## src/rtl/fifo_pkg.sv

```systemverilog
// Shared types and default widths for the async FIFO and its write-side producer.
package fifo_pkg;
  localparam int FIFO_DATASIZE = 8;
  localparam int FIFO_LENW     = 8;

  typedef enum logic [1:0] {WR_IDLE, WR_SEND, WR_DONE} wr_state_t;
endpackage

```

## src/rtl/fifo_burst_writer_if.sv

```systemverilog
// Burst control plus FIFO write-port bundle between the burst writer and its environment.
interface fifo_burst_writer_if
  import fifo_pkg::*;
#(
  parameter int DATASIZE = FIFO_DATASIZE,
  parameter int LENW     = FIFO_LENW
);
  logic                start;
  logic [LENW-1:0]     burst_len;
  logic [DATASIZE-1:0] seed;
  logic                busy;
  logic                done;
  logic [LENW-1:0]     words_written;
  logic                winc;
  logic [DATASIZE-1:0] wdata;
  logic                wfull;
  logic                walmost_full;

  modport master (
    input  start, burst_len, seed, wfull, walmost_full,
    output busy, done, words_written, winc, wdata
  );
  modport slave (
    output start, burst_len, seed, wfull, walmost_full,
    input  busy, done, words_written, winc, wdata
  );
endinterface

```

## src/rtl/fifo_wr_datagen.sv

```systemverilog
// Write-data generator: seed load, increment on accept, and (FIFO_WR_CHECKSUM_EN)
// an XOR accumulator that replaces the next word with the burst checksum.
module fifo_wr_datagen
  import fifo_pkg::*;
#(
  parameter int DATASIZE = FIFO_DATASIZE
) (
  input  logic                wclk,
  input  logic                wrst_n,
  input  logic                i_load,
  input  logic [DATASIZE-1:0] i_seed,
  input  logic                i_accept,
`ifdef FIFO_WR_CHECKSUM_EN
  input  logic                i_last,
`endif
  output logic [DATASIZE-1:0] o_data
);
  logic [DATASIZE-1:0] r_data;

`ifdef FIFO_WR_CHECKSUM_EN
  logic [DATASIZE-1:0] r_acc;

  // After the last data word, the checksum (running XOR plus that word) becomes the next word.
  always_ff @(posedge wclk or negedge wrst_n) begin
    if (!wrst_n) begin
      r_data <= '0;
      r_acc  <= '0;
    end else if (i_load) begin
      r_data <= i_seed;
      r_acc  <= '0;
    end else if (i_accept) begin
      r_acc  <= r_acc ^ r_data;
      r_data <= i_last ? (r_acc ^ r_data) : r_data + 1'b1;
    end
  end
`else
  always_ff @(posedge wclk or negedge wrst_n) begin
    if (!wrst_n)       r_data <= '0;
    else if (i_load)   r_data <= i_seed;
    else if (i_accept) r_data <= r_data + 1'b1;
  end
`endif

  assign o_data = r_data;
endmodule

```

## src/rtl/fifo_burst_writer.sv

```systemverilog
// Burst producer for the async FIFO write port: BURST_LEN incrementing words from a seed,
// stalling on wfull. Define FIFO_WR_CHECKSUM_EN to append an XOR checksum word.
module fifo_burst_writer
  import fifo_pkg::*;
#(
  parameter int DATASIZE = FIFO_DATASIZE,
  parameter int LENW     = FIFO_LENW,
  parameter int AF_GAP   = 0
) (
  input  logic                wclk,
  input  logic                wrst_n,
  fifo_burst_writer_if.master bus
);
  wr_state_t       r_state;
  logic            r_busy;
  logic            r_done;
  logic            r_gap;
  logic [LENW-1:0] r_cnt;
  logic [LENW-1:0] r_len;

  logic w_winc;
  logic w_zero;
  logic w_last_data;
  logic w_last;

  assign w_zero = (bus.burst_len == '0);
  assign w_winc = (r_state == WR_SEND) && !bus.wfull && !r_gap;

`ifdef FIFO_WR_CHECKSUM_EN
  logic r_csum;
  assign w_last_data = (r_state == WR_SEND) && !r_csum && (r_cnt == LENW'(r_len - 1'b1));
  assign w_last      = r_csum;
`else
  assign w_last_data = (r_state == WR_SEND) && (r_cnt == LENW'(r_len - 1'b1));
  assign w_last      = w_last_data;
`endif

  always_ff @(posedge wclk or negedge wrst_n) begin
    if (!wrst_n) begin
      r_state <= WR_IDLE;
      r_busy  <= 1'b0;
      r_done  <= 1'b0;
      r_gap   <= 1'b0;
      r_cnt   <= '0;
      r_len   <= '0;
`ifdef FIFO_WR_CHECKSUM_EN
      r_csum  <= 1'b0;
`endif
    end else begin
      r_done <= 1'b0;
      unique case (r_state)
        WR_IDLE: if (bus.start) begin
          r_len  <= bus.burst_len;
          r_cnt  <= '0;
          r_busy <= 1'b1;
          r_gap  <= 1'b0;
`ifdef FIFO_WR_CHECKSUM_EN
          r_csum <= 1'b0;
`endif
          if (w_zero) begin
            r_state <= WR_DONE;
            r_done  <= 1'b1;
          end else begin
            r_state <= WR_SEND;
          end
        end
        WR_SEND: begin
          // Gap holds off exactly one cycle after each write made while almost full.
          r_gap <= (AF_GAP != 0) && w_winc && bus.walmost_full;
          if (w_winc) begin
            r_cnt <= r_cnt + 1'b1;
`ifdef FIFO_WR_CHECKSUM_EN
            if (w_last_data) r_csum <= 1'b1;
`endif
            if (w_last) begin
              r_state <= WR_DONE;
              r_done  <= 1'b1;
              r_gap   <= 1'b0;
            end
          end
        end
        WR_DONE: begin
          r_state <= WR_IDLE;
          r_busy  <= 1'b0;
        end
        default: r_state <= WR_IDLE;
      endcase
    end
  end

  fifo_wr_datagen #(.DATASIZE(DATASIZE)) u_datagen (
    .wclk    (wclk),
    .wrst_n  (wrst_n),
    .i_load  ((r_state == WR_IDLE) && bus.start && !w_zero),
    .i_seed  (bus.seed),
    .i_accept(w_winc),
`ifdef FIFO_WR_CHECKSUM_EN
    .i_last  (w_last_data),
`endif
    .o_data  (bus.wdata)
  );

  assign bus.winc          = w_winc;
  assign bus.busy          = r_busy;
  assign bus.done          = r_done;
  assign bus.words_written = r_cnt;
endmodule

```

## src/flat_wrapper.sv

```systemverilog
// flat-port wrapper written by rule: the top's interface ports become plain ports
module fifo_burst_writer_flat import fifo_pkg::*;
#(
  parameter int DATASIZE = FIFO_DATASIZE,
  parameter int LENW     = FIFO_LENW,
  parameter int AF_GAP   = 0
)
  (wclk, wrst_n, bus_start, bus_burst_len, bus_seed, bus_wfull, bus_walmost_full, bus_busy, bus_done, bus_words_written, bus_winc, bus_wdata);
  fifo_burst_writer_if #(.DATASIZE(DATASIZE), .LENW(LENW)) bus_i ();
  input  logic wclk;
  input  logic wrst_n;
  input wire logic [$bits(bus_i.start)-1:0] bus_start;
  input wire logic [$bits(bus_i.burst_len)-1:0] bus_burst_len;
  input wire logic [$bits(bus_i.seed)-1:0] bus_seed;
  input wire logic [$bits(bus_i.wfull)-1:0] bus_wfull;
  input wire logic [$bits(bus_i.walmost_full)-1:0] bus_walmost_full;
  output wire logic [$bits(bus_i.busy)-1:0] bus_busy;
  output wire logic [$bits(bus_i.done)-1:0] bus_done;
  output wire logic [$bits(bus_i.words_written)-1:0] bus_words_written;
  output wire logic [$bits(bus_i.winc)-1:0] bus_winc;
  output wire logic [$bits(bus_i.wdata)-1:0] bus_wdata;
  assign bus_i.start = bus_start;
  assign bus_i.burst_len = bus_burst_len;
  assign bus_i.seed = bus_seed;
  assign bus_i.wfull = bus_wfull;
  assign bus_i.walmost_full = bus_walmost_full;
  assign bus_busy = bus_i.busy;
  assign bus_done = bus_i.done;
  assign bus_words_written = bus_i.words_written;
  assign bus_winc = bus_i.winc;
  assign bus_wdata = bus_i.wdata;
  fifo_burst_writer #(.DATASIZE(DATASIZE), .LENW(LENW), .AF_GAP(AF_GAP)) u_core (.wclk(wclk), .wrst_n(wrst_n), .bus(bus_i));
endmodule
```

## config.mk

```make
export PLATFORM = sky130hd
export DESIGN_NAME = fifo_burst_writer_flat
export DESIGN_NICKNAME = d
export VERILOG_FILES = /design/src/rtl/fifo_pkg.sv /design/src/rtl/fifo_burst_writer_if.sv /design/src/rtl/fifo_wr_datagen.sv /design/src/rtl/fifo_burst_writer.sv /design/src/flat_wrapper.sv
export SDC_FILE = /design/constraint.sdc
export NUM_CORES = 1
export LEC_CHECK = 0
export BUFFER_PORTS_ARGS = -buffer_cell sky130_fd_sc_hd__buf_4
export CAP_MARGIN = 10
export CORE_ASPECT_RATIO = 1.4
export CORE_UTILIZATION = 30
export CTS_CLUSTER_DIAMETER = 60
export DETAILED_ROUTE_END_ITERATION = 12
export HOLD_SLACK_MARGIN = 0.02
export SETUP_SLACK_MARGIN = 0.15
export SYNTH_ARGS = -nofsm -noshare
export SYNTH_HDL_FRONTEND = slang
export SYNTH_SLANG_ARGS = --single-unit
```

## constraint.sdc

```tcl
create_clock -name wclk -period 2.2 [get_ports wclk]
set_clock_uncertainty 0.2 [all_clocks]
set_input_delay 0.44 -clock wclk [delete_from_list [all_inputs] [get_ports wclk]]
set_output_delay 0.44 -clock wclk [all_outputs]
set_load 0.05 [all_outputs]
```

# ---- Yosys cells after proc, flatten, opt, wreduce, memory -nomap -nowiden
# Index checks and enable logic that the tools add are counted.
# Widths: inputs -> output; s select.
dict set report word_totals {
  out_inout_bits 19
  latch_bits 0
  mem_bits_rw 0
  mem_count 0
  mem_bits_ro 0
  inputBits 21
  wordCells 53
  register_bits 29
}
dict set report op_classes {
  n_div 0
  bitwise 0
  n_lt_le_gt_ge 0
  addsub 3
  n_eq_ne 6
  mux 19
  mul 0
  shift 0
  n_reduce_logical 18
}
# cell n
set op_table {}
lappend op_table {{$mux 8} 4}
lappend op_table {{$add 8x1->8 const B} 2}
lappend op_table {{$pmux 8 s2} 1}
lappend op_table {{$eq 8x8->1} 1}
lappend op_table {{$logic_not 8->1} 1}
lappend op_table {{$mux 2} 4}
lappend op_table {{$sub 8x1->8 const B} 1}
lappend op_table {{$mux 1} 6}
lappend op_table {{$pmux 1 s2} 3}
lappend op_table {{$reduce_and 2->1} 3}
lappend op_table {{$reduce_and 3->1} 2}
lappend op_table {{$reduce_bool 2->1} 3}
lappend op_table {{$logic_and 1x1->1} 5}
lappend op_table {{$ne 2x2->1 const B} 2}
lappend op_table {{$pmux 2 s2} 1}
lappend op_table {{$logic_not 1->1} 3}
lappend op_table {{$eq 2x1->1 const B} 1}
lappend op_table {{$eq 2x2->1 const B} 1}
lappend op_table {{$logic_not 2->1} 1}
lappend op_table {{$ne 2x1->1 const B} 1}

# ---- Logic depth before layout (Yosys ltp)
# Gate-level depths: netlist of the first run.
dict set report logic_depth {
  word_depth 6
  ltp_mapped 7
  ltp_nobuf 7
}

# ---- Modules after synthesis
# A second synthesis of the first run with hierarchy kept.
dict set report unflattened {
  cells_unflattened 179
  hier_area_um2 1616.6
}
# module cells_per_inst seq_area_each_um2 n_inst area_per_inst_um2
set by_module_without_submodules {}
lappend by_module_without_submodules {fifo_burst_writer 130 500.5 1 1166.1}
lappend by_module_without_submodules {fifo_wr_datagen 49 200.2 1 450.4}

# ---- Worst setup path before layout of the first run
# OpenSTA, ideal clock, no wires.
dict set report synth_timing {
  path_type {input to register}
  start {in bus_wfull}
  end {reg u_core.r_cnt[4] (netlist: u_core.bus.words_written[4])}
  arrival_time_ns 2.229
  required_ns 1.927
  cell_stages 7
  path_buffers 2
  path_slack_ns -0.302
  setup_ns 0.073
  cell_sequence {or3b_2 clkbuf_1 inv_1 clkbuf_1 nand4_1 xor2_1 nor2_1}
}
dict set report synth_between {
  elab_chain_cells 5
}
# element line
set synth_rtl {}
lappend synth_rtl {{start: declaration} flat_wrapper.sv:15} ;# input wire logic [$bits(bus_i.wfull)-1:0] bus_wfull;
lappend synth_rtl {{$logic_not 1->1} fifo_burst_writer.sv:27} ;# assign w_winc = (r_state == WR_SEND) && !bus.wfull && !r_gap;
lappend synth_rtl {{$logic_and 1x1->1 (2 in series)} fifo_burst_writer.sv:27}
lappend synth_rtl {{via bus_winc} flat_wrapper.sv:20} ;# output wire logic [$bits(bus_i.winc)-1:0] bus_winc;
lappend synth_rtl {{$ne 2x2->1 (no line)} -}
lappend synth_rtl {{$reduce_and 3->1 (no line)} -}
lappend synth_rtl {{end signal: assignment} fifo_burst_writer.sv:71} ;# r_cnt <= r_cnt + 1'b1;
lappend synth_rtl {{end: declaration} fifo_burst_writer.sv:18} ;# logic [LENW-1:0] r_cnt;
# The timed path passes the listed nets, and every way through them passes these cells.
# A chain may end at the register's enable or synchronous reset.

# ---- Worst setup path after layout of the first run
dict set report layout_timing {
  start {reg u_core.r_len[1]}
  end {reg u_core.r_state[0]}
}
dict set report layout_between {
  elab_chain_cells 5
}
# element line
set layout_rtl {}
lappend layout_rtl {{start: declaration} fifo_burst_writer.sv:19} ;# logic [LENW-1:0] r_len;
lappend layout_rtl {{start signal: assignment} fifo_burst_writer.sv:53} ;# r_len <= bus.burst_len;
lappend layout_rtl {{$sub 8x1->8} fifo_burst_writer.sv:34} ;# assign w_last_data = (r_state == WR_SEND) && (r_cnt == LENW'(r_len - 1'b1));
lappend layout_rtl {{$eq 8x8->1} fifo_burst_writer.sv:34}
lappend layout_rtl {{$logic_and 1x1->1} fifo_burst_writer.sv:34}
lappend layout_rtl {{$ne 2x1->1 (no line)} -}
lappend layout_rtl {{$reduce_and 3->1 (no line)} -}
lappend layout_rtl {{end signal: assignment} fifo_burst_writer.sv:40} ;# r_state <= WR_IDLE;
lappend layout_rtl {{end signal: assignment} fifo_burst_writer.sv:61} ;# r_state <= WR_DONE;
lappend layout_rtl {{end signal: assignment} fifo_burst_writer.sv:64} ;# r_state <= WR_SEND;
lappend layout_rtl {{end: declaration} fifo_burst_writer.sv:14} ;# wr_state_t r_state;
# Every way passes these cells.

==> results of run 1 <==
## report_power, final
part	total (mW)	internal (mW)	switching (mW)
Clock	0.412	0.244	0.168
Sequential	0.949	0.724	0.225
Combinational	1.77	0.747	1.02
Total	3.13	1.71	1.42
## kinds of logic after synthesis
group,after synthesis
AO/OA/AOI/OAI,29
XOR/XNOR,19
adder cells (fa/ha/maj),3
buffers and inverters,11
flip-flops,28
multiplexers,5
AND/OR/NAND/NOR,62
## area by class of cell
cell class / instances / area (um2)
multi-input combinational: 118 / 826
fill: 493 / 2710
clock inverter: 1 / 30.0
clock buffer: 3 / 41.3
timing repair buffer: 56 / 430
inverter: 6 / 25.0
sequential: 28 / 701
tap: 64 / 80.1
## stage by stage
stage               std cells  area (um2)  TNS [ps]  setup WS [ps]  hold WS [ps]
floorplan                 157        1530      -138           -138         -55.6
global placement          269        1980      -200           -133           185
detailed placement        269        1980      -276           -158           184
CTS                       275        2080      -261           -151           150
global route              276        2130      -461           -247           162
finish                    276        2130      -267           -186           151
## cells in the mapped netlist
| cell | number | area share, % |
|---|---|---|
| sky130_fd_sc_hd__ha_1 | 3 | 2.5 |
| sky130_fd_sc_hd__nand2_1 | 17 | 4.2 |
| sky130_fd_sc_hd__o31ai_1 | 2 | 0.99 |
| sky130_fd_sc_hd__nor4_1 | 3 | 1.2 |
| sky130_fd_sc_hd__or3b_2 | 2 | 1.2 |
| sky130_fd_sc_hd__a311oi_1 | 1 | 0.58 |
| sky130_fd_sc_hd__a21oi_1 | 8 | 2.7 |
| sky130_fd_sc_hd__a22o_1 | 1 | 0.58 |
| sky130_fd_sc_hd__nor4b_1 | 1 | 0.58 |
| sky130_fd_sc_hd__nor3b_1 | 2 | 0.99 |
| sky130_fd_sc_hd__o21ai_0 | 11 | 3.6 |
| sky130_fd_sc_hd__or4b_1 | 1 | 0.66 |
| sky130_fd_sc_hd__dfrtp_1 | 28 | 46 |
| sky130_fd_sc_hd__nand2b_1 | 2 | 0.83 |
| sky130_fd_sc_hd__nand3b_1 | 3 | 1.5 |
| sky130_fd_sc_hd__or4_4 | 1 | 0.75 |
| sky130_fd_sc_hd__and3_1 | 5 | 2.1 |
| sky130_fd_sc_hd__nor2b_1 | 1 | 0.41 |
| sky130_fd_sc_hd__clkbuf_1 | 5 | 1.2 |
| sky130_fd_sc_hd__nand3_1 | 6 | 2.0 |
| sky130_fd_sc_hd__and2_1 | 1 | 0.41 |
| sky130_fd_sc_hd__nor2_1 | 9 | 2.2 |
| sky130_fd_sc_hd__nor3_1 | 5 | 1.7 |
| sky130_fd_sc_hd__o41a_1 | 1 | 0.75 |
| sky130_fd_sc_hd__inv_1 | 6 | 1.5 |
| sky130_fd_sc_hd__xnor2_1 | 9 | 5.2 |
| sky130_fd_sc_hd__o211ai_1 | 2 | 0.99 |
| sky130_fd_sc_hd__mux2_2 | 5 | 3.7 |
| sky130_fd_sc_hd__a22oi_1 | 1 | 0.50 |
| sky130_fd_sc_hd__a211oi_1 | 1 | 0.50 |
| sky130_fd_sc_hd__o21bai_1 | 1 | 0.50 |
| sky130_fd_sc_hd__nand4_1 | 3 | 1.2 |
| sky130_fd_sc_hd__xor2_1 | 10 | 5.8 |
## state kept, by name, indices dropped and copies added (netlist names)
signal and count:
u_core.r_len 8, u_core.u_datagen.o_data 8, u_core.r_state 2, u_core.bus.done 1, u_core.bus.words_written 8, u_core.bus.busy 1
## layer usage
metal	track usage [%]	wire [um]	vias up
li1	-	-	662
met1	16.5	1470	638
met2	26.4	1940	29
met3	2.26	146	5
met4	5.66	54	0
met5	0	0	-
## worst min-delay path, delay by kind of cell
kind	cells	cell delay [ps]
compound gates	1	50
buf+inv	1	80
simple gates	1	30
## final timing paths
path / endpoint / slack, ps / cells past startpoint
min in group asynchronous: u_core.r_len[4] / 410 / 2
setup / recovery: u_core.r_state[0] / -190 / 5
setup reg to reg: u_core.r_state[0] / -190 / 5
hold / removal: u_core.u_datagen.o_data[2] / 150 / 3
max in group asynchronous: u_core.r_len[1] / 1120 / 2
hold reg to reg: u_core.bus.busy / 340 / 2
## timing repair
action | 4_1_cts | 5_1_grt
hold endpoints to repair | 28 | 0
buffers inserted | 1 | 1
gates resized for setup | 4 | 9
gates cloned | 0 | 0
hold buffers | 1 | 0
endpoints found under the setup margin | 4 | 8
==> run_summary.xml, run 1 <==
<?xml version="1.0" encoding="UTF-8"?>
<metrics>
  <group name="critical_path">
    <metric name="setup.worst_path.end_class" unit="">register</metric>
    <metric name="setup.worst_path.start" unit="">u_core.r_len[1]</metric>
    <metric name="critical_path_source_type" unit="">register</metric>
    <metric name="timing.critical_path.required" unit="ps">2170</metric>
    <metric name="critical_path_peak_fanout" unit="">2</metric>
    <metric name="critPathKind" unit="">reg -&gt; reg</metric>
    <metric name="cp_top_family" unit="">simple AND/OR/NAND/NOR gates</metric>
    <metric name="critical_path_cell_sequence" unit="">or4_4, or4b_4, a21oi_4, nor4b_4, o41a_1</metric>
    <metric name="critical-path-max-stage-delay" unit="ps">540</metric>
    <metric name="timing.critical_path.slowest_stage_cell" unit="">sky130_fd_sc_hd__or4_4</metric>
    <metric name="number_of_buffer_and_inverter_stages_on_the_critical_path" unit="">0</metric>
    <metric name="worstPathArrival" unit="ps">2350</metric>
    <metric name="r2r_start" unit="">u_core.r_len[1]</metric>
  </group>
  <group name="logic_synthesis">
    <metric name="synth_seq_cells" unit="">28</metric>
    <metric name="synth_compound_gate_area_share" unit="%">11.7</metric>
    <metric name="combinational_family_with_the_most_area_after_synthesis" unit="">simple AND/OR/NAND/NOR gates</metric>
    <metric name="synth_cell_type_count" unit="">33</metric>
    <metric name="synth_simple_gate_area_share" unit="%">22.0</metric>
    <metric name="syn_area_per_cell" unit="um2">9.62</metric>
    <metric name="yosysWarningCount" unit="">0</metric>
    <metric name="synthesized_netlist_net_count" unit="">181</metric>
    <metric name="synthCells" unit="">157</metric>
    <metric name="synth_seq_area_share" unit="%">46.4</metric>
    <metric name="synth-adder-area-share" unit="%">2.49</metric>
    <metric name="synthXorXnorAreaFrac" unit="%">11.0</metric>
    <metric name="muxShareOfSynthArea" unit="%">3.73</metric>
    <metric name="netlist_area" unit="um2">1510</metric>
  </group>
  <group name="status">
    <metric name="failing_checks" unit="">setup timing</metric>
    <metric name="run_status" unit="">finished with violations</metric>
  </group>
  <group name="clock_tree">
    <metric name="max-clock-path-buffers" unit="">2</metric>
    <metric name="cts_root_buffer" unit="">sky130_fd_sc_hd__clkbuf_8</metric>
    <metric name="clock_latency" unit="ps">280</metric>
    <metric name="clock_sink_count" unit="">28</metric>
    <metric name="cts_tree" unit="">yes</metric>
    <metric name="cts.reportedPaths.clkPinSlew" unit="ps">100</metric>
    <metric name="cts_made_buffers" unit="">3</metric>
    <metric name="htree_num_levels" unit="">1</metric>
  </group>
  <group name="sta">
    <metric name="report.final.hold_viol_count" unit="">0</metric>
    <metric name="rsz0062_at_grt" unit="">true</metric>
    <metric name="finalCriticalPeriod" unit="ps">2390</metric>
    <metric name="tightestPinTransition" unit="ps">391</metric>
    <metric name="max_freq" unit="GHz">0.419</metric>
    <metric name="timing.max_slew.rel_slack" unit="%">73.8</metric>
    <metric name="tcrit_tclk_final" unit="%">108</metric>
    <metric name="setup_slack" unit="ps">-186</metric>
    <metric name="final-setup-viol-count" unit="">3</metric>
    <metric name="report.final.slew_viol_count" unit="">0</metric>
  </group>
  <group name="die">
    <metric name="start_util" unit="%">31.2</metric>
    <metric name="design.die.area" unit="um2">5330</metric>
    <metric name="core.rowCount" unit="">30</metric>
    <metric name="core_area" unit="um2">4840</metric>
    <metric name="die_h" unit="um">86.0</metric>
    <metric name="io-pin-count" unit="">40</metric>
    <metric name="die_width" unit="um">62.0</metric>
  </group>
  <group name="placement">
    <metric name="placement.io_buffers" unit="">38</metric>
    <metric name="routabilityCongestion" unit="">0.782</metric>
    <metric name="detailed_placer_s_ending_hpwl" unit="mm">2.69</metric>
  </group>
  <group name="detailed_routing">
    <metric name="dr.pass1.iters" unit="">4</metric>
    <metric name="post-route-drc-count" unit="">0</metric>
    <metric name="post_drt_wl_per_cell" unit="um">13.1</metric>
    <metric name="dr_total_vias" unit="">1334</metric>
    <metric name="drt-initial-drc-count" unit="">21</metric>
    <metric name="route.final.wire_length" unit="mm">3.61</metric>
    <metric name="viasPerCell" unit="">4.83</metric>
    <metric name="antenna_violating_nets_post_route" unit="">0</metric>
  </group>
  <group name="power">
    <metric name="peakVddDrop" unit="mV">0.855</metric>
    <metric name="design_power_total" unit="mW">3.13</metric>
    <metric name="cellPowerDensity" unit="nW/um2">1470</metric>
    <metric name="power.static_leakage" unit="nW">0.955</metric>
  </group>
  <group name="finish">
    <metric name="num_antenna_cells" unit="">0</metric>
    <metric name="most_used_cells_in_the_layout_excluding_fill_and_tap_cells" unit="">54 x sky130_fd_sc_hd__buf_4, 28 x sky130_fd_sc_hd__dfrtp_1, 17 x sky130_fd_sc_hd__nand2_1</metric>
    <metric name="most_common_library_cell_in_the_layout_ignoring_fill_and_taps" unit="">sky130_fd_sc_hd__buf_4</metric>
    <metric name="finish.net_count" unit="">237</metric>
    <metric name="area.growth.synth_to_final" unit="%">41.3</metric>
    <metric name="drive_gt1_share" unit="%">35.8</metric>
    <metric name="post-route-util" unit="%">44.1</metric>
  </group>
  <group name="grt">
    <metric name="global_route.overflow_total" unit="">0</metric>
    <metric name="global_route.usage.total" unit="%">14.7</metric>
    <metric name="vias_in_the_first_global_route" unit="">1305</metric>
    <metric name="grt_antenna_before_repair" unit="">0</metric>
    <metric name="maximum_number_of_pins_on_one_net_before_global_route_repair" unit="">29</metric>
    <metric name="wire_length_of_the_first_global_routing_pass" unit="mm">5.78</metric>
  </group>
  <group name="min_path">
    <metric name="hold_path.class" unit="">in -&gt; reg</metric>
    <metric name="hold_startpoint" unit="">bus_seed[2]</metric>
  </group>
  <group name="flow_run">
    <metric name="drv.max_cap_violation_count" unit="">0</metric>
  </group>
</metrics>
Note: power is estimated with default switching activity, not from simulation.
==> run 2, diff against run 1 <==
- HOLD_SLACK_MARGIN: 0.02 -> 0.05
- SETUP_SLACK_MARGIN: 0.15 -> 0.02
- clock period: 2.2 -> 2 ns (I/O delays scaled with it)
==> run_summary.xml, run 2 (synthesis results as in run 1) <==
<?xml version="1.0" encoding="UTF-8"?>
<metrics>
  <group name="die">
    <metric name="core_area" unit="um2">4840</metric>
    <metric name="die_width" unit="um">62.0</metric>
    <metric name="io-pin-count" unit="">40</metric>
    <metric name="design.die.area" unit="um2">5330</metric>
    <metric name="die_h" unit="um">86.0</metric>
    <metric name="core.rowCount" unit="">30</metric>
    <metric name="start_util" unit="%">31.2</metric>
  </group>
  <group name="critical_path">
    <metric name="regToRegSetupSlack" unit="ps">-280</metric>
    <metric name="worstPathArrival" unit="ps">2250</metric>
    <metric name="reg2reg_depth" unit="">5</metric>
    <metric name="r2r_start" unit="">u_core.r_len[1]</metric>
    <metric name="critPathKind" unit="">reg -&gt; reg</metric>
    <metric name="crit-reg2reg-capture" unit="">u_core.r_state[0]</metric>
    <metric name="critical_path_source_type" unit="">register</metric>
    <metric name="setup.worst_path.start" unit="">u_core.r_len[1]</metric>
    <metric name="setup.worst_path.end" unit="">u_core.r_state[0]</metric>
    <metric name="setup.worst_path.end_class" unit="">register</metric>
    <metric name="critical_path_peak_fanout" unit="">2</metric>
    <metric name="timing.critical_path.required" unit="ps">1970</metric>
  </group>
  <group name="placement">
    <metric name="dpl_cell_area" unit="um2">2020</metric>
    <metric name="pre_cts_ws" unit="ps">-360</metric>
    <metric name="detailed_placer_s_ending_hpwl" unit="mm">2.76</metric>
    <metric name="placement.io_buffers" unit="">38</metric>
    <metric name="routabilityCongestion" unit="">0.793</metric>
    <metric name="cell_count_post_placement" unit="">274</metric>
  </group>
  <group name="finish">
    <metric name="finish.net_count" unit="">243</metric>
    <metric name="most_common_library_cell_in_the_layout_ignoring_fill_and_taps" unit="">sky130_fd_sc_hd__buf_4</metric>
    <metric name="most_used_cells_in_the_layout_excluding_fill_and_tap_cells" unit="">59 x sky130_fd_sc_hd__buf_4, 28 x sky130_fd_sc_hd__dfrtp_1, 17 x sky130_fd_sc_hd__nand2_1</metric>
    <metric name="num_antenna_cells" unit="">0</metric>
    <metric name="area.growth.synth_to_final" unit="%">44.2</metric>
    <metric name="drive_gt1_share" unit="%">39.0</metric>
    <metric name="final-instance-count-excl-fill" unit="">282</metric>
    <metric name="stdcell_area" unit="um2">2180</metric>
  </group>
  <group name="sta">
    <metric name="report.final.slew_viol_count" unit="">0</metric>
    <metric name="timing.max_slew.rel_slack" unit="%">69.1</metric>
    <metric name="max_freq" unit="GHz">0.439</metric>
    <metric name="tightestPinTransition" unit="ps">459</metric>
    <metric name="finalCriticalPeriod" unit="ps">2280</metric>
    <metric name="rsz0062_at_grt" unit="">true</metric>
    <metric name="setup_slack" unit="ps">-278</metric>
    <metric name="report.final.hold_viol_count" unit="">0</metric>
    <metric name="final-setup-viol-count" unit="">3</metric>
    <metric name="setup-tns-final" unit="ps">-796</metric>
    <metric name="tcrit_tclk_final" unit="%">114</metric>
  </group>
  <group name="clock_tree">
    <metric name="cts.reportedPaths.clkPinSlew" unit="ps">100</metric>
    <metric name="max-clock-path-buffers" unit="">2</metric>
    <metric name="cts_root_buffer" unit="">sky130_fd_sc_hd__clkbuf_8</metric>
    <metric name="htree_num_levels" unit="">1</metric>
    <metric name="cts_made_buffers" unit="">3</metric>
    <metric name="clock_sink_count" unit="">28</metric>
    <metric name="cts_tree" unit="">yes</metric>
    <metric name="clock_latency" unit="ps">280</metric>
  </group>
  <group name="grt">
    <metric name="global_route.usage.total" unit="%">15.0</metric>
    <metric name="maximum_number_of_pins_on_one_net_before_global_route_repair" unit="">29</metric>
    <metric name="global_route.overflow_total" unit="">0</metric>
    <metric name="vias_in_the_first_global_route" unit="">1312</metric>
    <metric name="grt_antenna_before_repair" unit="">0</metric>
    <metric name="wire_length_of_the_first_global_routing_pass" unit="mm">5.93</metric>
  </group>
  <group name="detailed_routing">
    <metric name="post-route-drc-count" unit="">0</metric>
    <metric name="dr.pass1.iters" unit="">4</metric>
    <metric name="post_drt_wl_per_cell" unit="um">13.2</metric>
    <metric name="drt-initial-drc-count" unit="">30</metric>
    <metric name="antenna_violating_nets_post_route" unit="">0</metric>
    <metric name="viasPerCell" unit="">4.84</metric>
    <metric name="dr_total_vias" unit="">1364</metric>
    <metric name="route.final.wire_length" unit="mm">3.71</metric>
  </group>
  <group name="power">
    <metric name="power.static_leakage" unit="nW">0.985</metric>
    <metric name="peakVddDrop" unit="mV">1.02</metric>
    <metric name="cellPowerDensity" unit="nW/um2">1580</metric>
  </group>
  <group name="flow_run">
    <metric name="drv.max_cap_violation_count" unit="">0</metric>
  </group>
  <group name="min_path">
    <metric name="hold_path.class" unit="">in -&gt; reg</metric>
  </group>
  <group name="status">
    <metric name="failing_checks" unit="">setup timing</metric>
    <metric name="run_status" unit="">finished with violations</metric>
  </group>
</metrics>
==> run 2: cell count changes in the layout (fill, tap and decap cells not counted), sizes merged <==
| cell | change |
|---|---|
| buf | +6 |
| bufinv | -1 |
| clkbuf | +1 |
==> run 2: power by group <==
| group | switching, mW | leakage (nW) | internal, mW |
|---|---|---|---|
| clock network | 0.179 | 0.0288 | 0.176 |
| registers | 0.237 | 0.348 | 0.796 |
| logic | 1.15 | 0.608 | 0.893 |
| total | 1.57 | 0.985 | 1.87 |
==> run 2: stage by stage <==
| stage | util (%) | power (mW) | hold slack [ps] |
|---|---|---|---|
| CTS | 44.4 | 3.41 | 118 |
| detailed placement | 41.8 | 2.97 | 146 |
| global placement | 41.8 | 2.95 | 146 |
| global route | 45.0 | 3.65 | 132 |
| finish | 45.0 | 3.43 | 115 |
| floorplan | - | 2.31 | -95.6 |
==> run 2: timing repair <==
action	CTS	global route
resized for setup	9	7
pin swaps	4	5
hold buffers	1	0
setup endpoints to repair	4	7
hold endpoints to repair	28	0
buffers inserted	4	0
==> run 2: worst max-delay path: stages (launching register included) <==
cell	delay (ps)
sky130_fd_sc_hd__dfrtp_1	390
sky130_fd_sc_hd__or4_4	540
sky130_fd_sc_hd__or4b_4	510
sky130_fd_sc_hd__a21oi_4	150
sky130_fd_sc_hd__nor4b_4	70
sky130_fd_sc_hd__o41a_1	320
==> run 2: per-layer routing <==
metal	part of all wire, %	up-vias	GRT usage, %
li1	-	677	-
met1	39	661	17.3
met2	56	22	26.4
met3	3.5	4	2.26
met4	1.5	0	6.26
met5	0	-	0
==> run 2: worst min path at each step <==
stage / end / slack (ps) / startpoint / cells past startpoint
floorplan: u_core.bus.busy / -100 / wrst_n / 0
global placement: u_core.r_len[6] / 150 / wrst_n / 1
detailed placement: u_core.bus.words_written[7] / 150 / wrst_n / 1
CTS: u_core.u_datagen.o_data[4] / 120 / bus_seed[4] / 3
global route: u_core.u_datagen.o_data[4] / 130 / bus_seed[4] / 3
finish: u_core.u_datagen.o_data[4] / 120 / bus_seed[4] / 3
==> run 2: area by class of cell <==
class | instances | area, um2
timing repair buffer | 62 | 479
sequential | 28 | 701
multi-input combinational | 118 | 841
tap | 64 | 80.1
fill | 493 | 2660
clock buffer | 4 | 55.1
inverter | 6 | 22.5
